==> config.mk <==
export PLATFORM = sky130hd
export DESIGN_NAME = renkon_pool_linebuf_flat
export DESIGN_NICKNAME = d
export VERILOG_FILES = /design/src/rtl/renkon_pkg.sv /design/src/rtl/renkon_pool_linebuf_if.sv /design/src/rtl/renkon_linebuf_ram.sv /design/src/rtl/renkon_pool_linebuf.sv /design/src/flat_wrapper.sv
export SDC_FILE = /design/constraint.sdc
export NUM_CORES = 1
export LEC_CHECK = 0
export BUFFER_PORTS_ARGS = -buffer_cell sky130_fd_sc_hd__buf_2
export CORE_MARGIN = 2
export CORE_UTILIZATION = 50
export DETAILED_ROUTE_END_ITERATION = 7
export GPL_TIMING_DRIVEN = 0
export PLACE_DENSITY = 0.65
export SYNTH_ARGS = -nofsm -noshare
export SYNTH_HDL_FRONTEND = slang
export SYNTH_SLANG_ARGS = --single-unit
export TNS_END_PERCENT = 30
==> constraint.sdc <==
create_clock -name clk -period 6.87 [get_ports clk]
set_input_delay 0.687 -clock clk [delete_from_list [all_inputs] [get_ports clk]]
set_output_delay 0.687 -clock clk [all_outputs]
set_load 0.1 [all_outputs]
==> src/rtl/renkon_pkg.sv <==
// renkon_pkg: shared widths, the signed pixel type, the line-buffer FSM
// encoding and the size-clamping helpers used when a new map is armed.
package renkon_pkg;

    localparam int DWIDTH  = 16;                      // pixel width, signed
    localparam int MAXPOOL = 3;                       // largest pool window edge
    localparam int MAXFEA  = 32;                      // largest feature map edge
    localparam int LWIDTH  = $clog2(MAXFEA + 1);      // holds sizes 0..MAXFEA
    localparam int AWIDTH  = $clog2(MAXFEA);          // row memory address
    localparam int NROW    = MAXPOOL - 1;             // number of row memories
    localparam int RPWIDTH = (NROW > 1) ? $clog2(NROW) : 1;

    typedef logic signed [DWIDTH-1:0] pix_t;

    typedef enum logic {
        S_IDLE   = 1'b0,
        S_ACTIVE = 1'b1
    } lb_state_t;

    // Window edges of 0 or beyond MAXPOOL fall back to the full window.
    function automatic logic [LWIDTH-1:0] clamp_pool(input logic [LWIDTH-1:0] size);
        if (size == '0 || size > LWIDTH'(MAXPOOL)) begin
            return LWIDTH'(MAXPOOL);
        end
        return size;
    endfunction

    // Map edges beyond the row memory depth are limited to that depth.
    function automatic logic [LWIDTH-1:0] clamp_fea(input logic [LWIDTH-1:0] size);
        if (size > LWIDTH'(MAXFEA)) begin
            return LWIDTH'(MAXFEA);
        end
        return size;
    endfunction

endpackage

==> src/rtl/renkon_pool_linebuf_if.sv <==
// renkon_pool_linebuf_if: stream and window bus between the pool controller /
// conv output (master) and the pooling line buffer (slave).
//
// Handshake: there is no backpressure. pixel_in is consumed on every rising
// clk edge where pixel_valid is high (and the buffer is active, with no
// buf_feat_req in the same cycle). buf_feat/buf_valid update one cycle after
// each consumed pixel and hold otherwise; buf_valid marks a complete window.
// buf_feat_req is a single-cycle pulse that samples w_fea_size and pool_size.
interface renkon_pool_linebuf_if;
    import renkon_pkg::*;

    logic                               buf_feat_req;
    logic [LWIDTH-1:0]                  w_fea_size;
    logic [LWIDTH-1:0]                  pool_size;
    logic                               pixel_valid;
    pix_t                               pixel_in;
    logic [MAXPOOL*MAXPOOL*DWIDTH-1:0]  buf_feat;
    logic                               buf_valid;
    logic                               buf_busy;
    lb_state_t                          dbg_state;

    modport master (
        output buf_feat_req, w_fea_size, pool_size, pixel_valid, pixel_in,
        input  buf_feat, buf_valid, buf_busy, dbg_state
    );

    modport slave (
        input  buf_feat_req, w_fea_size, pool_size, pixel_valid, pixel_in,
        output buf_feat, buf_valid, buf_busy, dbg_state
    );

endinterface

==> src/rtl/renkon_linebuf_ram.sv <==
// renkon_linebuf_ram: one row of the line buffer. Single port, MAXFEA deep,
// asynchronous read so the old contents at addr are seen in the same cycle
// the new pixel is written (read-before-write).
module renkon_linebuf_ram
    import renkon_pkg::*;
(
    input  logic              clk,
    input  logic              we,
    input  logic [AWIDTH-1:0] addr,
    input  pix_t              wdata,
    output pix_t              rdata
);

    pix_t mem [MAXFEA];

    assign rdata = mem[addr];

    // Write port; contents are intentionally not reset.
    always_ff @(posedge clk) begin
        if (we) begin
            mem[addr] <= wdata;
        end
    end

endmodule

==> src/rtl/renkon_pool_linebuf.sv <==
// renkon_pool_linebuf: raster-order line buffer presenting the current
// MAXPOOL x MAXPOOL window (newest pixel bottom-right, row 0 oldest) to the
// pooling datapath. Armed by buf_feat_req; walks one map then idles.
// Build option RENKON_POOLBUF_ZEROPAD_EN: when defined, window entries left
// of column 0 or above row 0 of the map are forced to zero; otherwise they
// carry stale data and only buf_valid qualifies the window.
module renkon_pool_linebuf
    import renkon_pkg::*;
(
    input  logic                  clk,
    input  logic                  xrst,
    renkon_pool_linebuf_if.slave  bus
);

    lb_state_t          state_q, state_d;
    logic [LWIDTH-1:0]  x_q, y_q, fea_q, pool_q;
    logic [RPWIDTH-1:0] rptr_q, rptr_inc;
    logic               valid_q, valid_d;
    pix_t               win_q [MAXPOOL][MAXPOOL];
    pix_t               win_d [MAXPOOL][MAXPOOL];
    pix_t               rd    [NROW];
    pix_t               col   [MAXPOOL];
    logic [NROW-1:0]    row_we;
    logic               px_go, x_last, y_last;

    // A request in the same cycle wins over the pixel, which is dropped.
    assign px_go    = (state_q == S_ACTIVE) && bus.pixel_valid && !bus.buf_feat_req;
    assign x_last   = (x_q == fea_q - LWIDTH'(1));
    assign y_last   = (y_q == fea_q - LWIDTH'(1));
    assign rptr_inc = (rptr_q == RPWIDTH'(NROW - 1)) ? '0 : rptr_q + RPWIDTH'(1);

    // Physical row memory holding logical row i (0 = oldest line).
    function automatic logic [RPWIDTH-1:0] phys_row(input logic [RPWIDTH-1:0] ptr, input int i);
        int p;
        p = int'(ptr) + i;
        if (p >= NROW) begin
            p = p - NROW;
        end
        return RPWIDTH'(p);
    endfunction

    for (genvar k = 0; k < NROW; k++) begin : g_row
        renkon_linebuf_ram u_ram (
            .clk   (clk),
            .we    (row_we[k]),
            .addr  (x_q[AWIDTH-1:0]),
            .wdata (bus.pixel_in),
            .rdata (rd[k])
        );
    end

    // Incoming column oldest-first, and the write strobe for the oldest row.
    always_comb begin
        row_we = '0;
        for (int i = 0; i < NROW; i++) begin
            col[i] = rd[phys_row(rptr_q, i)];
        end
        col[MAXPOOL-1] = bus.pixel_in;
        for (int k = 0; k < NROW; k++) begin
            row_we[k] = px_go && (rptr_q == RPWIDTH'(k));
        end
    end

    // Next-state logic: arm on a non-empty request, idle after the last pixel.
    always_comb begin
        state_d = state_q;
        case (state_q)
            S_IDLE: begin
                if (bus.buf_feat_req && bus.w_fea_size != '0) begin
                    state_d = S_ACTIVE;
                end
            end
            S_ACTIVE: begin
                if (bus.buf_feat_req) begin
                    // A zero-size restart has no map to walk.
                    state_d = (bus.w_fea_size != '0) ? S_ACTIVE : S_IDLE;
                end else if (px_go && x_last && y_last) begin
                    state_d = S_IDLE;
                end
            end
            default: state_d = S_IDLE;
        endcase
    end

    // Next window: shift left one column, append the new column on the right.
    always_comb begin
        for (int r = 0; r < MAXPOOL; r++) begin
            for (int c = 0; c < MAXPOOL - 1; c++) begin
                win_d[r][c] = win_q[r][c+1];
            end
        end
        for (int r = 0; r < MAXPOOL; r++) begin
            win_d[r][MAXPOOL-1] = col[r];
        end
`ifdef RENKON_POOLBUF_ZEROPAD_EN
        // Entry (r,c) covers map pixel (x-(MAXPOOL-1-c), y-(MAXPOOL-1-r)).
        for (int r = 0; r < MAXPOOL; r++) begin
            for (int c = 0; c < MAXPOOL; c++) begin
                if ((x_q < LWIDTH'(MAXPOOL - 1 - c)) || (y_q < LWIDTH'(MAXPOOL - 1 - r))) begin
                    win_d[r][c] = '0;
                end
            end
        end
`endif
        valid_d = (x_q >= pool_q - LWIDTH'(1)) && (y_q >= pool_q - LWIDTH'(1));
    end

    // State, raster position, row rotation and registered window.
    always_ff @(posedge clk) begin
        if (xrst) begin
            state_q <= S_IDLE;
            x_q     <= '0;
            y_q     <= '0;
            rptr_q  <= '0;
            fea_q   <= '0;
            pool_q  <= '0;
            valid_q <= 1'b0;
            for (int r = 0; r < MAXPOOL; r++) begin
                for (int c = 0; c < MAXPOOL; c++) begin
                    win_q[r][c] <= '0;
                end
            end
        end else begin
            state_q <= state_d;
            if (bus.buf_feat_req) begin
                fea_q  <= clamp_fea(bus.w_fea_size);
                pool_q <= clamp_pool(bus.pool_size);
                x_q    <= '0;
                y_q    <= '0;
                rptr_q <= '0;
            end else if (px_go) begin
                valid_q <= valid_d;
                win_q   <= win_d;
                if (x_last) begin
                    x_q    <= '0;
                    rptr_q <= rptr_inc;
                    y_q    <= y_last ? '0 : y_q + LWIDTH'(1);
                end else begin
                    x_q <= x_q + LWIDTH'(1);
                end
            end
        end
    end

    // Flatten the window as index r*MAXPOOL+c.
    always_comb begin
        bus.buf_feat = '0;
        for (int r = 0; r < MAXPOOL; r++) begin
            for (int c = 0; c < MAXPOOL; c++) begin
                bus.buf_feat[(r*MAXPOOL + c)*DWIDTH +: DWIDTH] = win_q[r][c];
            end
        end
    end

    assign bus.buf_valid = valid_q;
    assign bus.buf_busy  = (state_q == S_ACTIVE);
    assign bus.dbg_state = state_q;

endmodule

==> src/flat_wrapper.sv <==
// flat-port wrapper written by rule: the top's interface ports become plain ports
module renkon_pool_linebuf_flat import renkon_pkg::*;
  (clk, xrst, bus_buf_feat_req, bus_w_fea_size, bus_pool_size, bus_pixel_valid, bus_pixel_in, bus_buf_feat, bus_buf_valid, bus_buf_busy, bus_dbg_state);
  renkon_pool_linebuf_if bus_i ();
  input  logic clk;
  input  logic xrst;
  input wire logic [$bits(bus_i.buf_feat_req)-1:0] bus_buf_feat_req;
  input wire logic [$bits(bus_i.w_fea_size)-1:0] bus_w_fea_size;
  input wire logic [$bits(bus_i.pool_size)-1:0] bus_pool_size;
  input wire logic [$bits(bus_i.pixel_valid)-1:0] bus_pixel_valid;
  input wire logic [$bits(bus_i.pixel_in)-1:0] bus_pixel_in;
  output wire logic [$bits(bus_i.buf_feat)-1:0] bus_buf_feat;
  output wire logic [$bits(bus_i.buf_valid)-1:0] bus_buf_valid;
  output wire logic [$bits(bus_i.buf_busy)-1:0] bus_buf_busy;
  output wire logic [$bits(bus_i.dbg_state)-1:0] bus_dbg_state;
  assign bus_i.buf_feat_req = bus_buf_feat_req;
  assign bus_i.w_fea_size = bus_w_fea_size;
  assign bus_i.pool_size = bus_pool_size;
  assign bus_i.pixel_valid = bus_pixel_valid;
  assign bus_i.pixel_in = bus_pixel_in;
  assign bus_buf_feat = bus_i.buf_feat;
  assign bus_buf_valid = bus_i.buf_valid;
  assign bus_buf_busy = bus_i.buf_busy;
  assign bus_dbg_state = bus_i.dbg_state;
  renkon_pool_linebuf u_core (.clk(clk), .xrst(xrst), .bus(bus_i));
endmodule
==> impl_results.md <==
* Final net count at 2726
* Clock Tree Root: clkbuf_16
* IO Count at 179
* Die X at 306 um
* Final Critical Period at 4.09 ns
* Vias in the first global route at 24300
* Max-cap check violation count at 0
* Synthesis Warnings at 0
* Post-Syn Nets at 2368
* Clock Skew at 0.0264 ns
* Starting DRT DRC Count at 3398
* Drt pass-1 iters at 6
* Synth top cells by count: edfxtp_1 (1024), mux4_2 (320), nand2_1 (245)
* Ys async rst share at 0
* Post-synthesis register bit count at 1200
* Final Core Density at 0.588
* Hold path depth at 2
* Most area-hungry cell type in the Yosys netlist: edfxtp_1
* Worst-path maximum fanout at 10
* Largest net degree at the start of global routing at 66
* Reg2Reg Depth at 7
* Hold Crit Class: input port to flop
* Worst-Margin Slew at 1.42 ns
* Fmax at 244 MHz
* Initial antenna violation count at 1
* Core footprint at 90300 um^2
* Final setup margin at 2.78 ns
* Final setup TNS at 0 ns
* PortBufs at 177
* DRC Markers at 0
* Layout area overhead at 16.1%
* Cell row count at 110
* Final ANT Viol Nets at 0
* N_diodes at 0
* Final HPWL DP at 79.1 mm
* Routed vias/inst at 6.17
* Sequential share of the synthesized area at 0.750
* CTS tree: built
* EDFF count, synth at 1024
* WL/cell at 29.8 um
* Clk_lat worst skew at 0.68 ns
* Global route total overflow at 0
* Syn avg cell area at 19.7 um^2
* Post-synth top area share at 0.673
* Critical path capture point type: flop
* RSZ-0062 raised after global routing: false
* Mapped Cells at 2323
* Endpoints failing hold at 0
* DRT Wirelength at 118 mm
* First-pass GRT wire length at 169 mm
* CTS Buf Count at 118
* Overall power at 0.0146 W
* Fillcell total at 6456
* H-Tree Level Count at 3
* Post-CTS sizing at 0
* Yosys cell types at 41
* Share of layout cells above drive strength 1 at 0.300
* Hold Slack at 0.213 ns
* Fin crit share at 0.596
* Synth top area cells: edfxtp_1 (67%), mux4_2 (16%), dfxtp_1 (7.7%)
* Worst hold start: bus_pool_size[0]
* Post-synth top flop: edfxtp_1
* Footprint of the multi-input gates at 10900 um^2
* Setup Buffers After CTS at 0
* P per Cell Area at 276 nW/um^2
* Status: completed
* Max clock buf depth at 3
* CTS clk-pin slew, worst paths at 0.06 ns
* Worst Setup Start Kind: flop
* Sequential Area at 34300 um^2
* Die Area at 93800 um^2
* Total global-route track usage at 0.252
* Die Y at 306 um
* Critical path arrival at 4.67 ns
* Most common cell in the netlist: edfxtp_1
* Critical Path RT at 7.45 ns
* Synthesized cell area at 45700 um^2
* Sink Count at 1200
* Max_slew headroom at 0.0552
* VDD IR max at 0.000185 V
* Pleak at 16.7 nW
* Hold_buf cts at 0
* Dpl ws at 2.73 ns
* Final setup viols at 0
* Initial Utilization at 0.506
* Final Slew Violations at 0
* Vias post-DR at 24400
* Worst setup path category: flop to flop
* GPL Wtd Cong at 0.883
## registers in the layout (all words and copies together) (netlist names), named ones only
signal and count:
u_core.x_q 6, u_core.bus.buf_busy 1, u_core.pool_q 6, u_core.y_q 6, u_core.bus.buf_feat 144, u_core.fea_q 6
u_core.g_row.u_ram.mem 1024, u_core.bus.buf_valid 1, u_core.rptr_q 1
## cells by family (layout without fill, tap and decap cells)
group | count (synthesis) | in the layout | share of synthesized area
AO/OA/AOI/OAI | 196 | 196 | 0.0256
XOR/XNOR | 29 | 29 | 0.00586
adder cells (fa/ha/maj) | 17 | 17 | 0.00443
buffers and inverters | 148 | 606 | 0.0150
flip-flops | 1200 | 1200 | 0.750
multiplexers | 355 | 355 | 0.165
AND/OR/NAND/NOR | 378 | 378 | 0.0339
## where the power goes
group | leakage, nW | switching, W | internal [W]
Combinational | 4.15 | 0.000261 | 0.0000530
Clock | 1.87 | 0.00273 | 0.00367
Sequential | 10.6 | 0.0000139 | 0.00791
Total | 16.7 | 0.00301 | 0.0116
## layout by cell type, fill, tap and decap left out, types with 15 or more instances in the layout
cell type,Yosys,layout
a21oi_1,119,119
a31o_1,32,32
buf_1,16,16
buf_2,3,175
buf_4,22,27
buf_8,0,44
clkbuf_1,89,113
clkbuf_16,0,119
clkinv_1,0,19
clkinv_2,0,21
dfxtp_1,176,176
edfxtp_1,1024,1024
mux2i_1,35,35
mux4_2,320,320
nand2_1,245,245
nor2_1,82,20
nor2_2,0,62
o22ai_1,34,34
xnor2_1,15,15
## critical path: stages (launching register included)
cell and delay, ns:
dfxtp_1 0.43, buf_1 0.66, clkbuf_1 0.75, mux4_2 0.43, mux4_2 0.60, mux2i_1 0.57
o22ai_1 0.28, a31o_1 0.25
## routing by layer
metal	vias to the layer above	GRT usage	wire length, um
li1	10100	-	-
met1	12800	0.353	47200
met2	1325	0.402	56000
met3	203	0.0534	11200
met4	2	0.0772	3410
met5	-	0	13
## per-stage QoR
| step | cells | cell area (um^2) |
|---|---|---|
| after floorplan | 2323 | 45700 |
| after global placement | 3676 | 48100 |
| after detailed placement | 3737 | 49200 |
| after CTS | 3957 | 53100 |
| after global routing | 3957 | 53100 |
| final | 3957 | 53100 |
## path summary, 6_finish.rpt
kind | to | slack [ns]
setup / recovery | u_core.bus.buf_feat[36] | 2.78
hold / removal | u_core.pool_q[1] | 0.21
setup reg to reg | u_core.bus.buf_feat[36] | 2.78
hold reg to reg | u_core.bus.buf_feat[55] | 0.45
## cell type report
cell class | count | area share
Clock inverter | 68 | 0.0125
Timing Repair Buffer | 238 | 0.0360
Buffer | 136 | 0.0121
Tap cell | 1176 | 0.0277
Inverter | 12 | 0.000849
Multi-Input combinational cell | 975 | 0.206
Clock buffer | 152 | 0.0596
Sequential cell | 1200 | 0.646
Power figures use the tool's default switching activity.
